$ cat src/rtl/hcsr04_array.sv
// Round-robin multi-channel HC-SR04 ranging controller with per-channel result registers.
// Optional result smoothing enabled by defining HCSR04_ARRAY_FILTER_EN.
module hcsr04_array #(
  parameter int unsigned NUM_CH        = 4,
  parameter int unsigned CLK_DIV       = 500,
  parameter int unsigned TRIGGER_TICKS = 1,
  parameter int unsigned MAX_COUNT     = 3800,
  parameter int unsigned HOLDOFF_TICKS = 6000,
  parameter int unsigned WIDTH         = 16,
  localparam int unsigned SEL_W        = (NUM_CH > 1) ? $clog2(NUM_CH) : 1
) (
  input  logic              clk,
  input  logic              rst,
  input  logic              enable,
  input  logic              single,
  input  logic [NUM_CH-1:0] echo,
  output logic [NUM_CH-1:0] trigger,
  input  logic [SEL_W-1:0]  rd_sel,
  output logic [WIDTH-1:0]  rd_ticks,
  output logic [NUM_CH-1:0] ch_valid,
  output logic [NUM_CH-1:0] ch_timeout,
  output logic              res_valid,
  output logic [SEL_W-1:0]  res_ch,
  output logic [WIDTH-1:0]  res_ticks,
  output logic              busy
);

  localparam int unsigned DIV_W   = (CLK_DIV > 1) ? $clog2(CLK_DIV) : 1;
  localparam int unsigned CNT_TOP =
      (MAX_COUNT > HOLDOFF_TICKS) ?
      ((MAX_COUNT > TRIGGER_TICKS) ? MAX_COUNT : TRIGGER_TICKS) :
      ((HOLDOFF_TICKS > TRIGGER_TICKS) ? HOLDOFF_TICKS : TRIGGER_TICKS);
  localparam int unsigned CNT_W   = $clog2(CNT_TOP + 1);

  typedef enum logic [2:0] {StIdle, StTrig, StWaitRise, StMeasure, StHoldoff} state_e;

  state_e             state_q, state_d;
  logic [SEL_W-1:0]   ch_q, ch_d;
  logic [CNT_W-1:0]   cnt_q, cnt_d, cnt_inc;
  logic               single_q, single_d;
  logic [DIV_W-1:0]   div_q;
  logic               tick;

  logic [NUM_CH-1:0]  sync1_q, sync2_q, prev_q, rise_q, fall_q;
  logic               echo_rise, echo_fall;

  logic               rec, rec_to;
  logic [WIDTH-1:0]   rec_ticks, store;
  logic [WIDTH-1:0]   res_q [NUM_CH];
  logic [NUM_CH-1:0]  ch_valid_q, ch_timeout_q;
  logic               res_valid_q;
  logic [SEL_W-1:0]   res_ch_q;
  logic [WIDTH-1:0]   res_ticks_q;

  // Edge pulses are registered so the FSM sees them 3 clk after the pin moves.
  always_ff @(posedge clk or posedge rst) begin
    if (rst) begin
      sync1_q <= '0;
      sync2_q <= '0;
      prev_q  <= '0;
      rise_q  <= '0;
      fall_q  <= '0;
    end else begin
      sync1_q <= echo;
      sync2_q <= sync1_q;
      prev_q  <= sync2_q;
      rise_q  <= sync2_q & ~prev_q;
      fall_q  <= prev_q & ~sync2_q;
    end
  end

  assign echo_rise = rise_q[ch_q];
  assign echo_fall = fall_q[ch_q];
  assign tick      = (div_q == DIV_W'(CLK_DIV - 1));

  always_ff @(posedge clk or posedge rst) begin
    if (rst) begin
      div_q    <= '0;
      state_q  <= StIdle;
      ch_q     <= '0;
      cnt_q    <= '0;
      single_q <= 1'b0;
    end else begin
      div_q    <= tick ? '0 : div_q + 1'b1;
      state_q  <= state_d;
      ch_q     <= ch_d;
      cnt_q    <= cnt_d;
      single_q <= single_d;
    end
  end

  always_comb begin
    state_d   = state_q;
    ch_d      = ch_q;
    cnt_d     = cnt_q;
    single_d  = single_q | single;
    rec       = 1'b0;
    rec_to    = 1'b0;
    rec_ticks = '0;
    cnt_inc   = cnt_q + 1'b1;
    unique case (state_q)
      StIdle: begin
        ch_d = '0;
        if (tick && (enable || single_q)) begin
          state_d  = StTrig;
          cnt_d    = '0;
          single_d = single;  // request consumed by this scan
        end
      end
      StTrig: begin
        if (tick) begin
          if (cnt_inc == CNT_W'(TRIGGER_TICKS)) begin
            state_d = StWaitRise;
            cnt_d   = '0;
          end else begin
            cnt_d = cnt_inc;
          end
        end
      end
      StWaitRise: begin
        if (echo_rise) begin
          state_d = StMeasure;
          cnt_d   = '0;
        end else if (tick) begin
          if (cnt_inc == CNT_W'(MAX_COUNT)) begin
            rec       = 1'b1;
            rec_to    = 1'b1;
            rec_ticks = WIDTH'(MAX_COUNT);
            state_d   = StHoldoff;
            cnt_d     = '0;
          end else begin
            cnt_d = cnt_inc;
          end
        end
      end
      StMeasure: begin
        if (echo_fall) begin
          rec       = 1'b1;
          rec_ticks = WIDTH'(cnt_q);
          state_d   = StHoldoff;
          cnt_d     = '0;
        end else if (tick) begin
          if (cnt_inc == CNT_W'(MAX_COUNT)) begin
            rec       = 1'b1;
            rec_to    = 1'b1;
            rec_ticks = WIDTH'(MAX_COUNT);
            state_d   = StHoldoff;
            cnt_d     = '0;
          end else begin
            cnt_d = cnt_inc;
          end
        end
      end
      StHoldoff: begin
        if (tick) begin
          if (cnt_inc == CNT_W'(HOLDOFF_TICKS)) begin
            cnt_d = '0;
            if (ch_q == SEL_W'(NUM_CH - 1)) begin
              ch_d    = '0;
              state_d = enable ? StTrig : StIdle;
            end else begin
              ch_d    = ch_q + 1'b1;
              state_d = StTrig;
            end
          end else begin
            cnt_d = cnt_inc;
          end
        end
      end
      default: state_d = StIdle;
    endcase
  end

`ifdef HCSR04_ARRAY_FILTER_EN
  logic [WIDTH:0] filt_sum;
  assign filt_sum = {1'b0, res_q[ch_q]} + {1'b0, rec_ticks};
  // First result and timeouts go straight in; otherwise average with the stored value.
  assign store = (rec_to || !ch_valid_q[ch_q]) ? rec_ticks : filt_sum[WIDTH:1];
`else
  assign store = rec_ticks;
`endif

  always_ff @(posedge clk or posedge rst) begin
    if (rst) begin
      for (int i = 0; i < int'(NUM_CH); i++) res_q[i] <= '0;
      ch_valid_q   <= '0;
      ch_timeout_q <= '0;
      res_valid_q  <= 1'b0;
      res_ch_q     <= '0;
      res_ticks_q  <= '0;
    end else begin
      res_valid_q <= rec;
      if (rec) begin
        res_q[ch_q]        <= store;
        ch_valid_q[ch_q]   <= 1'b1;
        ch_timeout_q[ch_q] <= rec_to;
        res_ch_q           <= ch_q;
        res_ticks_q        <= store;
      end
    end
  end

  always_comb begin
    trigger = '0;
    if (state_q == StTrig) trigger[ch_q] = 1'b1;
  end

  assign busy       = (state_q != StIdle);
  assign rd_ticks   = (32'(rd_sel) < NUM_CH) ? res_q[rd_sel] : '0;
  assign ch_valid   = ch_valid_q;
  assign ch_timeout = ch_timeout_q;
  assign res_valid  = res_valid_q;
  assign res_ch     = res_ch_q;
  assign res_ticks  = res_ticks_q;

endmodule

$ cat config.mk
export PLATFORM = sky130hd
export DESIGN_NAME = hcsr04_array
export DESIGN_NICKNAME = d
export VERILOG_FILES = /design/src/rtl/hcsr04_array.sv
export SDC_FILE = /design/constraint.sdc
export NUM_CORES = 1
export LEC_CHECK = 0
export BUFFER_PORTS_ARGS = -buffer_cell sky130_fd_sc_hd__buf_2
export CORE_ASPECT_RATIO = 0.6
export CORE_MARGIN = 3
export CORE_UTILIZATION = 59
export DETAILED_ROUTE_END_ITERATION = 7
export GPL_TIMING_DRIVEN = 0
export PLACE_DENSITY = 0.87
export REMOVE_ABC_BUFFERS = 1
export SETUP_SLACK_MARGIN = 0.15
export SYNTH_ARGS = -nofsm -noshare
export SYNTH_HDL_FRONTEND = slang
export SYNTH_SLANG_ARGS = --single-unit
export TNS_END_PERCENT = 1
$ cat constraint.sdc
create_clock -name clk -period 4.5 [get_ports clk]
set_input_delay 0.225 -clock clk [delete_from_list [all_inputs] [get_ports clk]]
set_output_delay 0.225 -clock clk [all_outputs]
set_load 0.02 [all_outputs]
==> results.yml <==
run_status:
  status: "finished clean"
cts:
  cts_setup_buffers: 0
  cts_buffers: 17
  h-tree-depth: 4
  clkTransAtPathRegs_ns: 0.05
  ctsRootBufferMaster: "clkbuf_16"
  clk-insertion-delay-late_ns: 0.41
  cts.sinks: 124
  cts_tree: "yes"
  clock_path_buffers: 2
yosys:
  synth_warnings: 0
  synth-edff-count: 0
  synth-main-ff-cell: "dfrtp_1"
  netlist-cell-type-count: 63
  syn_area_um2: 5934
  synthArstFlopShare: 1.000
  synth_cells: 580
  yosysSeqAreaShare: 0.5229
  ys_ff_latch: 124
  syn_avg_cell_area_um2: 10.23
die:
  core_um2: 9459
  start_util: 0.6274
  die_area_um2: 11340
  die_w_um: 135.5
  io_pins: 58
  num_rows: 27
  die_h_um: 83.69
sta:
  fin_crit_ns: 3.750
  fin_hold_ws_ns: 0.01838
  fin_crit_sh: 0.8334
  worst_slew_pin_slew_ns: 1.329
  finalMaxSlewViolations: 0
  max_freq_mhz: 266.6
  rsz0062_at_grt: "no"
  setup_tns_ns: 0
  hold_viol: 0
  clock_skew_ns: 0.005700
  finalSetupViolCount: 0
  setup_slack_ns: 0.7497
  maxSlewHeadroom: 0.1139
worst_hold_path:
  hold_path_class: "input port to flip-flop"
global_routing:
  grt_max_degree: 73
  grt_use_total: 0.2785
  grt_pass1_vias: 4719
  antenna_found_initial: 0
  grt_pass1_wl_um: 24550
  overflow: 0
place:
  routabilityCongestion: 0.9546
  dpl_worst_slack_ns: 0.7999
  post-place-cells: 725
  io_buffers: 51
  dp_hpwl_um: 9677
pwr:
  switchingPower_mw: 0.5256
  ir_drop_mv: 0.2834
  power_frac_comb: 0.020
  seq_power_share: 0.431
  total_power_mw: 2.617
  power.share.clock: 0.549
  p_int_mw: 2.091
  p_leak_nw: 3.145
  power_density_nw_per_um2: 380.8
  switching_share: 0.2008
layout:
  nets: 639
  final_cells: 763
  fillers: 673
  area_growth_pct: 15.81
  diodes: 0
  drive_above_1_share: 0.1848
routing:
  viasPerCell: 6.208
  initialDrtViolationCount: 466
  wl_um: 14920
  vias: 4737
  drc_errors: 0
  dr.pass1.iters: 5
  wl_per_cell_um: 19.55
  ant_nets: 0
critical_path:
  critPathKind: "flip-flop to flip-flop"
  cp.arrival_ns: 4.03
  crit_required_ns: 4.78
  end_kind: "flip-flop"
  crit_path_start_kind: "flip-flop"
  cp_max_fo: 11
job:
  drv_cap: 0
## registers in the layout (all words and copies together) (netlist names), 9 cells and up
register,cells
res_q,52
cnt_q,13
res_ticks,13
div_q,9
## routing by layer
metal,routed length [µm],global-route usage
met4,157,0.08234
met1,6591,0.4053
met5,0,0
met2,6997,0.4233
met3,1171,0.06265
## cell usage after synthesis (7+ instances only)
cell,n,share of area
o21ai_0,36,0.030
dfrtp_1,124,0.52
nor2b_1,12,0.013
a21oi_1,16,0.013
ha_1,8,0.017
or3_1,8,0.0084
o21ai_1,47,0.040
buf_6,7,0.013
buf_2,10,0.0084
nor2_1,26,0.016
clkbuf_1,12,0.0076
and2_1,9,0.0095
nand2_1,108,0.068
inv_1,11,0.0070
nand3_1,15,0.013
buf_4,9,0.011
o21ai_2,8,0.012
nand4_1,8,0.0084
nand2b_1,12,0.013
mux4_2,15,0.057
## worst paths after layout
| check | start | slack (ns) | end | cells past startpoint |
|---|---|---|---|---|
| worst min-delay path | single | 0.02 | single_q$_DFF_PP0_ | 2 |
| max in group asynchronous | rst | 3.40 | res_q[7]$_DFFE_PP0P_ | 4 |
| worst max register to register | cnt_q[0]$_DFFE_PP0P_ | 0.75 | cnt_q[10]$_DFFE_PP0P_ | 9 |
| min in group asynchronous | rst | 0.39 | sync1_q[3]$_DFF_PP0_ | 3 |
| worst max-delay path | cnt_q[0]$_DFFE_PP0P_ | 0.75 | cnt_q[10]$_DFFE_PP0P_ | 9 |
| worst min register to register | sync1_q[3]$_DFF_PP0_ | 0.35 | sync2_q[3]$_DFF_PP0_ | 0 |
## cell type report
type                            count  area (µm²)  area share
Multi-Input combinational cell    408        2549      0.3708
Timing Repair Buffer               59       387.9     0.05644
Tap cell                          130       162.7     0.02367
Sequential cell                   124        3103      0.4515
Clock buffer                       20       456.7     0.06645
Clock inverter                     11       167.7     0.02439
Inverter                           11       46.29    0.006736
## stage by stage
step                        util  area, µm²
after floorplan                -       5693
final                     0.7266       6873
after CTS                 0.7208       6818
after global placement    0.6460       6111
after detailed placement  0.6495       6143
after global routing      0.7266       6873
## timing repair
item                      4_1_cts  5_1_grt
resized for setup               0        0
hold buffers                    5        0
hold endpoints to repair       56        0
## cell usage in the layout, fill, tap and decap left out, types with 4 or more instances in the layout
cell / n
dfrtp_1: 124
nand2_1: 108
buf_2: 51
o21ai_1: 47
o21ai_0: 36
nor2_1: 26
clkbuf_16: 17
a21oi_1: 16
nand3_1: 15
mux4_2: 15
nand2b_1: 12
nor2b_1: 12
inv_1: 10
and2_1: 9
or3_1: 8
nand4_1: 8
o21ai_2: 8
ha_1: 8
conb_1: 6
nor3_1: 5
and3_1: 5
dlygate4sd3_1: 5
o31ai_1: 4
xnor2_1: 4
bufinv_16: 4
## kinds of logic (layout without fill, tap and decap cells)
kind of cell    after synthesis  in the layout  synth area share
fa+ha+maj                     8              8           0.01687
xor+xnor                      6              6          0.008855
other cells                   1              6         0.0006319
flops                       124            124            0.5229
buf+inv                      53            101           0.05081
simple gates                221            221            0.1811
mux                          15             15           0.05693
compound gates              152            152            0.1619
## critical path: stages, from the launching register on
cell and delay, ns:
dfrtp_1 0.58, ha_1 0.35, nand3_1 0.34, nor2_1 0.43
o21ai_0 0.16, o211ai_2 0.32, o21ai_1 0.18, a22oi_2 0.51
nor2_1 0.32, o32ai_1 0.43
## power by group through the flow
stage               Clock, mW  Sequential, mW  Combinational, mW
floorplan                   0            1.15             0.0299
global placement            0            1.15             0.0447
detailed placement          0            1.15             0.0504
CTS                      1.44            1.13             0.0536
global route             1.50            1.13             0.0589
finish                   1.44            1.13             0.0519
Power figures use the tool's default switching activity.
